<file path="src/rtl/rs_issue_sched_pkg.sv">
// rs_issue_sched_pkg: shared sizes and FSM state encoding for the
// reservation-station issue scheduler.
//   RS_SIZ  - number of RS entries
//   RS_LEN  - RS index width
//   ROB_LEN - ROB index width (ROB depth is 2**ROB_LEN)
//   sched_state_e - scheduler FSM states, 2-bit encoding visible on sched_state
package rs_issue_sched_pkg;

  localparam int RS_SIZ  = 16;
  localparam int RS_LEN  = 4;
  localparam int ROB_LEN = 4;

  typedef enum logic [1:0] {
    SCHED_IDLE  = 2'd0,
    SCHED_ISSUE = 2'd1,
    SCHED_HOLD  = 2'd2,
    SCHED_FLUSH = 2'd3
  } sched_state_e;

endpackage

</file>
<file path="src/rtl/rs_issue_sched_if.sv">
// rs_issue_sched_if: station/ALU-facing signals of the issue scheduler.
//   master : station side; drives ready, flush, rs_* vectors, rob_head, alu_busy
//   slave  : scheduler; drives front, front_pos, sched_state
//            (plus stat_issued / stat_stall when ISSUE_STATS_EN is defined)
interface rs_issue_sched_if
  import rs_issue_sched_pkg::*;
#(
  parameter int RS_SIZ = rs_issue_sched_pkg::RS_SIZ,
  parameter int RS_W   = rs_issue_sched_pkg::RS_LEN,
  parameter int ROB_W  = rs_issue_sched_pkg::ROB_LEN
);
  logic                    ready;
  logic                    flush;
  logic [RS_SIZ-1:0]       rs_busy_vec;
  logic [RS_SIZ-1:0]       rs_rdy_vec;
  logic [RS_SIZ*ROB_W-1:0] rs_robpos_flat;
  logic [ROB_W-1:0]        rob_head;
  logic                    alu_busy;
  logic                    front;
  logic [RS_W-1:0]         front_pos;
  logic [1:0]              sched_state;
`ifdef ISSUE_STATS_EN
  logic [31:0]             stat_issued;
  logic [31:0]             stat_stall;
`endif

  modport master (
    output ready, flush, rs_busy_vec, rs_rdy_vec, rs_robpos_flat, rob_head, alu_busy,
`ifdef ISSUE_STATS_EN
    input  stat_issued, stat_stall,
`endif
    input  front, front_pos, sched_state
  );

  modport slave (
    input  ready, flush, rs_busy_vec, rs_rdy_vec, rs_robpos_flat, rob_head, alu_busy,
`ifdef ISSUE_STATS_EN
    output stat_issued, stat_stall,
`endif
    output front, front_pos, sched_state
  );
endinterface

</file>
<file path="src/rtl/rs_issue_sched_age_select.sv">
// rs_issue_sched_age_select: combinational oldest-first picker.
//   cand        - candidate entries
//   robpos_flat - entry i ROB position at [i*ROB_W +: ROB_W]
//   rob_head    - current ROB head (age reference)
//   winner      - candidate with minimum (robpos - rob_head) mod 2**ROB_W,
//                 lowest index on ties
//   any_vld     - at least one candidate present
module rs_issue_sched_age_select #(
  parameter int RS_SIZ = 16,
  parameter int RS_W   = 4,
  parameter int ROB_W  = 4
) (
  input  logic [RS_SIZ-1:0]       cand,
  input  logic [RS_SIZ*ROB_W-1:0] robpos_flat,
  input  logic [ROB_W-1:0]        rob_head,
  output logic [RS_W-1:0]         winner,
  output logic                    any_vld
);
  logic [ROB_W-1:0] age;
  logic [ROB_W-1:0] best_age;

  // Strict less-than while scanning upward keeps the lowest index on ties.
  always_comb begin
    winner   = '0;
    any_vld  = 1'b0;
    best_age = '1;
    age      = '0;
    for (int i = 0; i < RS_SIZ; i++) begin
      age = robpos_flat[i*ROB_W +: ROB_W] - rob_head;
      if (cand[i] && (!any_vld || (age < best_age))) begin
        winner   = RS_W'(i);
        best_age = age;
        any_vld  = 1'b1;
      end
    end
  end
endmodule

</file>
<file path="src/rtl/rs_issue_sched.sv">
// rs_issue_sched: reservation-station issue scheduler. Picks the oldest ready
// entry (by ROB age relative to head) and issues it to the ALU as a registered
// one-cycle front pulse with front_pos.
//   clk, reset (async, active low)
//   bus : rs_issue_sched_if.slave (station inputs, front/front_pos/sched_state)
// Optional macro ISSUE_STATS_EN adds saturating stat_issued / stat_stall counters.
//
// state | meaning
// IDLE  | no candidate
// ISSUE | front=1, front_pos = winner latched on entry
// HOLD  | candidate pending, ALU busy
// FLUSH | one-cycle flush recovery, then IDLE
module rs_issue_sched
  import rs_issue_sched_pkg::*;
#(
  parameter int RS_SIZ = rs_issue_sched_pkg::RS_SIZ,
  parameter int RS_W   = rs_issue_sched_pkg::RS_LEN,
  parameter int ROB_W  = rs_issue_sched_pkg::ROB_LEN
) (
  input logic          clk,
  input logic          reset,
  rs_issue_sched_if.slave bus
);
  sched_state_e      state_q, state_d;
  logic [RS_W-1:0]   front_pos_q, front_pos_d;
  logic [RS_W-1:0]   last_pos_q, last_pos_d;
  logic              last_vld_q, last_vld_d;
  logic [RS_SIZ-1:0] cand;
  logic [RS_W-1:0]   winner;
  logic              any_vld;

  // The station clears busy one edge after front, so the entry just issued
  // is masked out for that cycle to avoid a duplicate issue.
  always_comb begin
    cand = bus.rs_busy_vec & bus.rs_rdy_vec;
    if (last_vld_q) cand[last_pos_q] = 1'b0;
  end

  rs_issue_sched_age_select #(
    .RS_SIZ (RS_SIZ),
    .RS_W   (RS_W),
    .ROB_W  (ROB_W)
  ) u_age_select (
    .cand        (cand),
    .robpos_flat (bus.rs_robpos_flat),
    .rob_head    (bus.rob_head),
    .winner      (winner),
    .any_vld     (any_vld)
  );

  always_comb begin
    state_d     = state_q;
    front_pos_d = front_pos_q;
    last_pos_d  = last_pos_q;
    last_vld_d  = last_vld_q;
    if (bus.ready) begin
      if (bus.flush) begin
        state_d = SCHED_FLUSH;
      end else begin
        case (state_q)
          SCHED_FLUSH: state_d = SCHED_IDLE;
          default: begin
            if (!any_vld)          state_d = SCHED_IDLE;
            else if (bus.alu_busy) state_d = SCHED_HOLD;
            else                   state_d = SCHED_ISSUE;
          end
        endcase
      end
      last_vld_d = (state_d == SCHED_ISSUE);
      last_pos_d = winner;
      if (state_d == SCHED_ISSUE) front_pos_d = winner;
    end
  end

  always_ff @(posedge clk or negedge reset) begin
    if (!reset) begin
      state_q     <= SCHED_IDLE;
      front_pos_q <= '0;
      last_pos_q  <= '0;
      last_vld_q  <= 1'b0;
    end else begin
      state_q     <= state_d;
      front_pos_q <= front_pos_d;
      last_pos_q  <= last_pos_d;
      last_vld_q  <= last_vld_d;
    end
  end

  // Gated by ready so a stalled pipeline never sees a pulse.
  assign bus.front       = (state_q == SCHED_ISSUE) && bus.ready;
  assign bus.front_pos   = front_pos_q;
  assign bus.sched_state = state_q;

`ifdef ISSUE_STATS_EN
  logic [31:0] stat_issued_q, stat_issued_d;
  logic [31:0] stat_stall_q, stat_stall_d;

  always_comb begin
    stat_issued_d = stat_issued_q;
    stat_stall_d  = stat_stall_q;
    if (bus.ready) begin
      if (bus.flush) begin
        stat_issued_d = '0;
        stat_stall_d  = '0;
      end else begin
        if ((state_q == SCHED_ISSUE) && (stat_issued_q != '1)) stat_issued_d = stat_issued_q + 32'd1;
        if ((state_q == SCHED_HOLD) && (stat_stall_q != '1))   stat_stall_d  = stat_stall_q + 32'd1;
      end
    end
  end

  always_ff @(posedge clk or negedge reset) begin
    if (!reset) begin
      stat_issued_q <= '0;
      stat_stall_q  <= '0;
    end else begin
      stat_issued_q <= stat_issued_d;
      stat_stall_q  <= stat_stall_d;
    end
  end

  assign bus.stat_issued = stat_issued_q;
  assign bus.stat_stall  = stat_stall_q;
`endif
endmodule

</file>
<file path="src/flat_wrapper.sv">
// flat-port wrapper written by rule: the top's interface ports become plain ports
module rs_issue_sched_flat import rs_issue_sched_pkg::*;
#(
  parameter int RS_SIZ = rs_issue_sched_pkg::RS_SIZ,
  parameter int RS_W   = rs_issue_sched_pkg::RS_LEN,
  parameter int ROB_W  = rs_issue_sched_pkg::ROB_LEN
)
  (clk, reset, bus_ready, bus_flush, bus_rs_busy_vec, bus_rs_rdy_vec, bus_rs_robpos_flat, bus_rob_head, bus_alu_busy, bus_front, bus_front_pos, bus_sched_state);
  rs_issue_sched_if #(.RS_SIZ(RS_SIZ), .RS_W(RS_W), .ROB_W(ROB_W)) bus_i ();
  input logic clk;
  input logic reset;
  input wire logic [$bits(bus_i.ready)-1:0] bus_ready;
  input wire logic [$bits(bus_i.flush)-1:0] bus_flush;
  input wire logic [$bits(bus_i.rs_busy_vec)-1:0] bus_rs_busy_vec;
  input wire logic [$bits(bus_i.rs_rdy_vec)-1:0] bus_rs_rdy_vec;
  input wire logic [$bits(bus_i.rs_robpos_flat)-1:0] bus_rs_robpos_flat;
  input wire logic [$bits(bus_i.rob_head)-1:0] bus_rob_head;
  input wire logic [$bits(bus_i.alu_busy)-1:0] bus_alu_busy;
  output wire logic [$bits(bus_i.front)-1:0] bus_front;
  output wire logic [$bits(bus_i.front_pos)-1:0] bus_front_pos;
  output wire logic [$bits(bus_i.sched_state)-1:0] bus_sched_state;
  assign bus_i.ready = bus_ready;
  assign bus_i.flush = bus_flush;
  assign bus_i.rs_busy_vec = bus_rs_busy_vec;
  assign bus_i.rs_rdy_vec = bus_rs_rdy_vec;
  assign bus_i.rs_robpos_flat = bus_rs_robpos_flat;
  assign bus_i.rob_head = bus_rob_head;
  assign bus_i.alu_busy = bus_alu_busy;
  assign bus_front = bus_i.front;
  assign bus_front_pos = bus_i.front_pos;
  assign bus_sched_state = bus_i.sched_state;
  rs_issue_sched #(.RS_SIZ(RS_SIZ), .RS_W(RS_W), .ROB_W(ROB_W)) u_core (.clk(clk), .reset(reset), .bus(bus_i));
endmodule
</file>
<file path="config.mk">
export PLATFORM = sky130hd
export DESIGN_NAME = rs_issue_sched_flat
export DESIGN_NICKNAME = d
export VERILOG_FILES = /design/src/rtl/rs_issue_sched_pkg.sv /design/src/rtl/rs_issue_sched_if.sv /design/src/rtl/rs_issue_sched_age_select.sv /design/src/rtl/rs_issue_sched.sv /design/src/flat_wrapper.sv
export SDC_FILE = /design/constraint.sdc
export NUM_CORES = 1
export LEC_CHECK = 0
export BUFFER_PORTS_ARGS = -buffer_cell sky130_fd_sc_hd__buf_2
export CAP_MARGIN = 5
export CELL_PAD_IN_SITES_DETAIL_PLACEMENT = 0
export CELL_PAD_IN_SITES_GLOBAL_PLACEMENT = 1
export CORE_ASPECT_RATIO = 1.4
export CORE_MARGIN = 2
export CORE_UTILIZATION = 38
export CTS_BUF_LIST = sky130_fd_sc_hd__clkbuf_16
export DETAILED_ROUTE_END_ITERATION = 8
export MAX_ROUTING_LAYER = met4
export PLACE_DENSITY = 0.81
export SYNTH_ARGS = -nofsm -noshare
export SYNTH_HDL_FRONTEND = slang
export SYNTH_SLANG_ARGS = --single-unit
</file>
<file path="constraint.sdc">
create_clock -name clk -period 20.8 [get_ports clk]
set_input_delay 4.16 -clock clk [delete_from_list [all_inputs] [get_ports clk]]
set_output_delay 4.16 -clock clk [all_outputs]
set_load 0.02 [all_outputs]
</file>
==> metrics.log <==
[metrics] hold violation count in the final report: 0
[metrics] max_slew headroom: 0.297
[metrics] number of cells on the worst reg-to-reg path: 111
[metrics] gate count after technology mapping: 648
[metrics] vias in the first global route: 6549
[metrics] Final Setup Violations: 8
[metrics] LEAKAGE: ~4 nW
[metrics] Post-Route Skew: around 2.5 ps
[metrics] Yosys warning total: 0
[metrics] post-layout utilization of the core: 0.630
[metrics] time the worst path needs with I/O delays and setup: approximately 23000 ps
[metrics] maximum ir drop on the vdd rail: 0.0968 mV
[metrics] relative area change from synthesis to final layout: 63.2%
[metrics] count of cells along the worst hold path: 1
[metrics] sort of element at the end of the critical path: flop
[metrics] effective utilization at floorplan: 0.386
[metrics] std cell rows: 50
[metrics] worst reg-to-reg setup slack: roughly 1600 ps
[metrics] net total in the final layout: about 1200
[metrics] maximum number of pins on one net before global-route repair: 15
[metrics] routability-driven placement congestion ratio: about 0.93
[metrics] share of final-layout standard cells stronger than drive strength 1: 0.515
[metrics] Final ANT Viol Nets: 0
[metrics] kind of path behind the tightest hold check: reg -> reg
[metrics] wire length of the first global-routing pass: 30000 µm
[metrics] post-layout worst setup margin: -2010 ps
[metrics] part of the Yosys area used for sequential elements: 0.0535
[metrics] antenna violations before repair: 0
[metrics] count of cell types in the netlist: 95
[metrics] total via count in the routed design: approximately 6300
[metrics] critical-path cell with the highest stage delay: or3_4
[metrics] setup repair after global routing missed its margin: true
[metrics] cts hold-fix bufs: 0
[metrics] synthesized area per cell: slightly below 8 µm²
[metrics] source of the worst hold timing path: u_core.last_vld_q
[metrics] library cell occupying the most area in the post-synthesis netlist: ha_1
[metrics] critical path launch point type: primary input
[metrics] post-CTS clock slew at the launch and capture registers of the worst setup and hold paths: around 40 ps
[metrics] violations in the final reports: setup timing
[metrics] total length of routed wires: ~19000 µm
[metrics] number of iterations in the first detailed-routing pass: 8
[metrics] area share of the largest cell type after synthesis: 0.194
[metrics] number of sinks on the clock net: 11
[metrics] CTS buffer count: 3
[metrics] average routed wire per standard cell: 16.6 µm
[metrics] switching power: 0.449 mW
[metrics] boundary pin count: around 110
[metrics] PD cells: roughly 120 nW/µm²
[metrics] final HPWL from detailed placement: ~15000 µm
[metrics] Most common cell on crit path: a21oi_2
[metrics] clock root buffer: clkbuf_16
[metrics] cell internal power dissipation: between 0.5 and 0.6 mW
[metrics] Reg-to-Reg End: u_core.last_pos_q[2]
[metrics] peak fanout along the critical path: 6
[metrics] die outline width: between 100 and 150 µm
[metrics] maximum cell stage delay along the critical path: between 400 and 500 ps
[metrics] proportion of total power due to net switching: 0.463
[metrics] maximum operating frequency: roughly 0.044 GHz
[metrics] family with the most delay on the worst path: compound AO/OA/AOI/OAI gates
[metrics] sequential share of power: 0.044
[metrics] Clk Latency, worst-skew pair: around 240 ps
[metrics] clock share of power: 0.036
[metrics] top_reg_cell synth: dfrtp_1
[metrics] Overflow after GRT: 0
[metrics] number of nets produced by synthesis: 849
[metrics] total of flip-flops plus latches after synthesis: 11
[metrics] Max Buffers Root-to-Sink: 2
[metrics] worst setup slack before clock tree synthesis: -2760 ps
[metrics] die area: roughly 15000 µm²
[metrics] final critical-path share of the clock period: 1.10
[metrics] antenna diode instance count: 0
[metrics] core region area: 13300 µm²
[metrics] number of buffers added on ports: between 100 and 150
[metrics] crit path from: bus_rob_head[1]
[metrics] number of max-cap violations: 0
[metrics] worst slew pin tran: between 1000 and 1500 ps
[metrics] arrival time of the worst setup path: around 23000 ps
[metrics] cell types with the largest area share after synthesis: ha_1, fa_1, dfrtp_1, xnor2_1, inv_1
[metrics] count of filler cells inserted in the layout: approximately 1100
[metrics] endpoint required time on the critical path: around 21000 ps
[metrics] type of the setup path with the least slack: in -> reg
[metrics] # H-tree levels: 1
[metrics] number of enable flip-flop cells after synthesis: 0
[metrics] global-route total usage across every layer: 0.261
[metrics] Hold EP: u_core.last_vld_q
[metrics] setup TNS: -15690 ps
[metrics] share of async-settable or async-resettable flops after synthesis: 1.00
[metrics] Vias per Instance: 5.43
[metrics] die outline height: approximately 140 µm
[metrics] synthesized cell area: between 5000 and 6000 µm²
[metrics] DRC violation count after routing: 0
[metrics] Slew Limit Fails: 0
[metrics] TritonCTS clock tree: done
[metrics] detailed router's first-iteration violation count: roughly 240
[metrics] buffers and inverters on the worst path: 12
[metrics] outcome: finished, violations left
[metrics] critical register-to-register path startpoint: u_core.last_pos_q[1]
[metrics] combinational share of power: 0.920
==> per-layer routing <==
layer,GRT usage,vias up,part of all wire
met5,-,-,0
met2,0.495,182,0.55
met1,0.286,2979,0.38
met4,0.0835,0,0.032
li1,-,3040,-
met3,0.0143,54,0.037
==> cells in the final DEF, fill, tap and decap left out, types with 9 or more instances in the layout <==
master    instances
buf_2           110
fa_1             16
buf_4           206
nor2_4            9
nor2_1           43
inv_1            63
xor2_1           17
o21ai_0          12
a21o_1           29
o21a_1           10
o211ai_1         10
mux2i_1           9
o21ai_2           9
nand2_2          13
a21oi_1          30
ha_4             13
ha_1             63
dfrtp_1          11
nand2_1          31
a21oi_2          16
xnor2_1          31
==> registers in the layout (all words and copies together), names as in the netlist <==
register,count
u_core.bus.front_pos,4
u_core.last_pos_q,4
u_core.bus.sched_state,2
u_core.last_vld_q,1
==> layout make-up <==
cell class                 count  area, µm²  share of cell area
clock buffer                   3       75.1             0.00894
multi-input combinational    562       5360               0.638
sequential                    11        275              0.0328
inverter                      70        269              0.0320
timing repair buffer         323       2180               0.260
tap                          182        228              0.0271
clock inverter                 1       5.00            0.000596
==> per-stage QoR <==
step	power, mW	hold slack, ps	cells	instance area, µm²
after floorplan	0.479	507	648	5480
after global placement	0.723	523	1082	7320
after detailed placement	0.746	537	1082	7320
after CTS	0.881	545	1138	8010
after global routing	1.05	586	1152	8400
final	0.971	543	1152	8400
==> synthesized netlist by cell type (3+ instances only) <==
| master | number |
|---|---|
| a21boi_0 | 5 |
| ha_1 | 80 |
| o21ai_1 | 3 |
| a211oi_1 | 5 |
| o211ai_1 | 10 |
| a21oi_1 | 49 |
| o22ai_1 | 3 |
| nand4_1 | 3 |
| o21a_1 | 10 |
| maj3_1 | 4 |
| o21ai_0 | 29 |
| and2_1 | 5 |
| nor2b_1 | 3 |
| a31oi_1 | 9 |
| nand2_1 | 45 |
| fa_1 | 16 |
| o211a_1 | 6 |
| o311a_2 | 6 |
| o31ai_1 | 6 |
| nand2b_1 | 6 |
| inv_1 | 70 |
| mux2_2 | 5 |
| or3_1 | 6 |
| a41oi_1 | 4 |
| nand3_1 | 6 |
| xor2_1 | 17 |
| nor3_1 | 6 |
| xnor2_1 | 31 |
| clkbuf_1 | 3 |
| and3_1 | 5 |
| nor2_1 | 54 |
| or2_2 | 7 |
| mux2i_1 | 13 |
| a21o_1 | 29 |
| dfrtp_1 | 11 |
==> cell families after synthesis <==
kind of cell | after synthesis | share of synthesized area
XOR/XNOR | 48 | 0.0817
flip-flops | 11 | 0.0535
AO/OA/AOI/OAI | 227 | 0.338
buffers and inverters | 75 | 0.0576
AND/OR/NAND/NOR | 167 | 0.163
multiplexers | 20 | 0.0421
adder cells (fa/ha/maj) | 100 | 0.264
==> how the worst max path moves through the flow <==
stage / end / slack (ps) / cells past startpoint
2_1_floorplan: u_core.last_pos_q[2] / -2090 / 117
3_3_place_gp: u_core.last_pos_q[2] / -2240 / 117
3_5_place_dp: u_core.last_pos_q[3] / -2760 / 117
4_1_cts: u_core.last_pos_q[2] / -1700 / 117
5_1_grt: u_core.last_pos_q[2] / -3050 / 119
6_report: u_core.last_pos_q[2] / -2010 / 116
==> worst register-to-register path, delay by kind of cell, from the launching register on <==
kind	cells	cell delay [ps]
flip-flops	1	550
AO/OA/AOI/OAI	47	7260
AND/OR/NAND/NOR	34	4700
adder cells (fa/ha/maj)	14	3620
multiplexers	7	2110
buffers and inverters	9	930
==> power by group through the flow <==
stage | Clock, mW | Sequential, mW | Combinational [mW]
finish | 0.0350 | 0.0428 | 0.893
global route | 0.0365 | 0.0442 | 0.969
CTS | 0.0354 | 0.0422 | 0.803
detailed placement | 0 | 0.0423 | 0.704
global placement | 0 | 0.0417 | 0.681
floorplan | 0 | 0.0405 | 0.439
==> timing repair <==
item	in CTS	in global routing
pin swaps	69	30
gates resized for setup	49	54
setup endpoints to repair	8	8
setup buffers	52	14
Power figures use the tool's default switching activity.
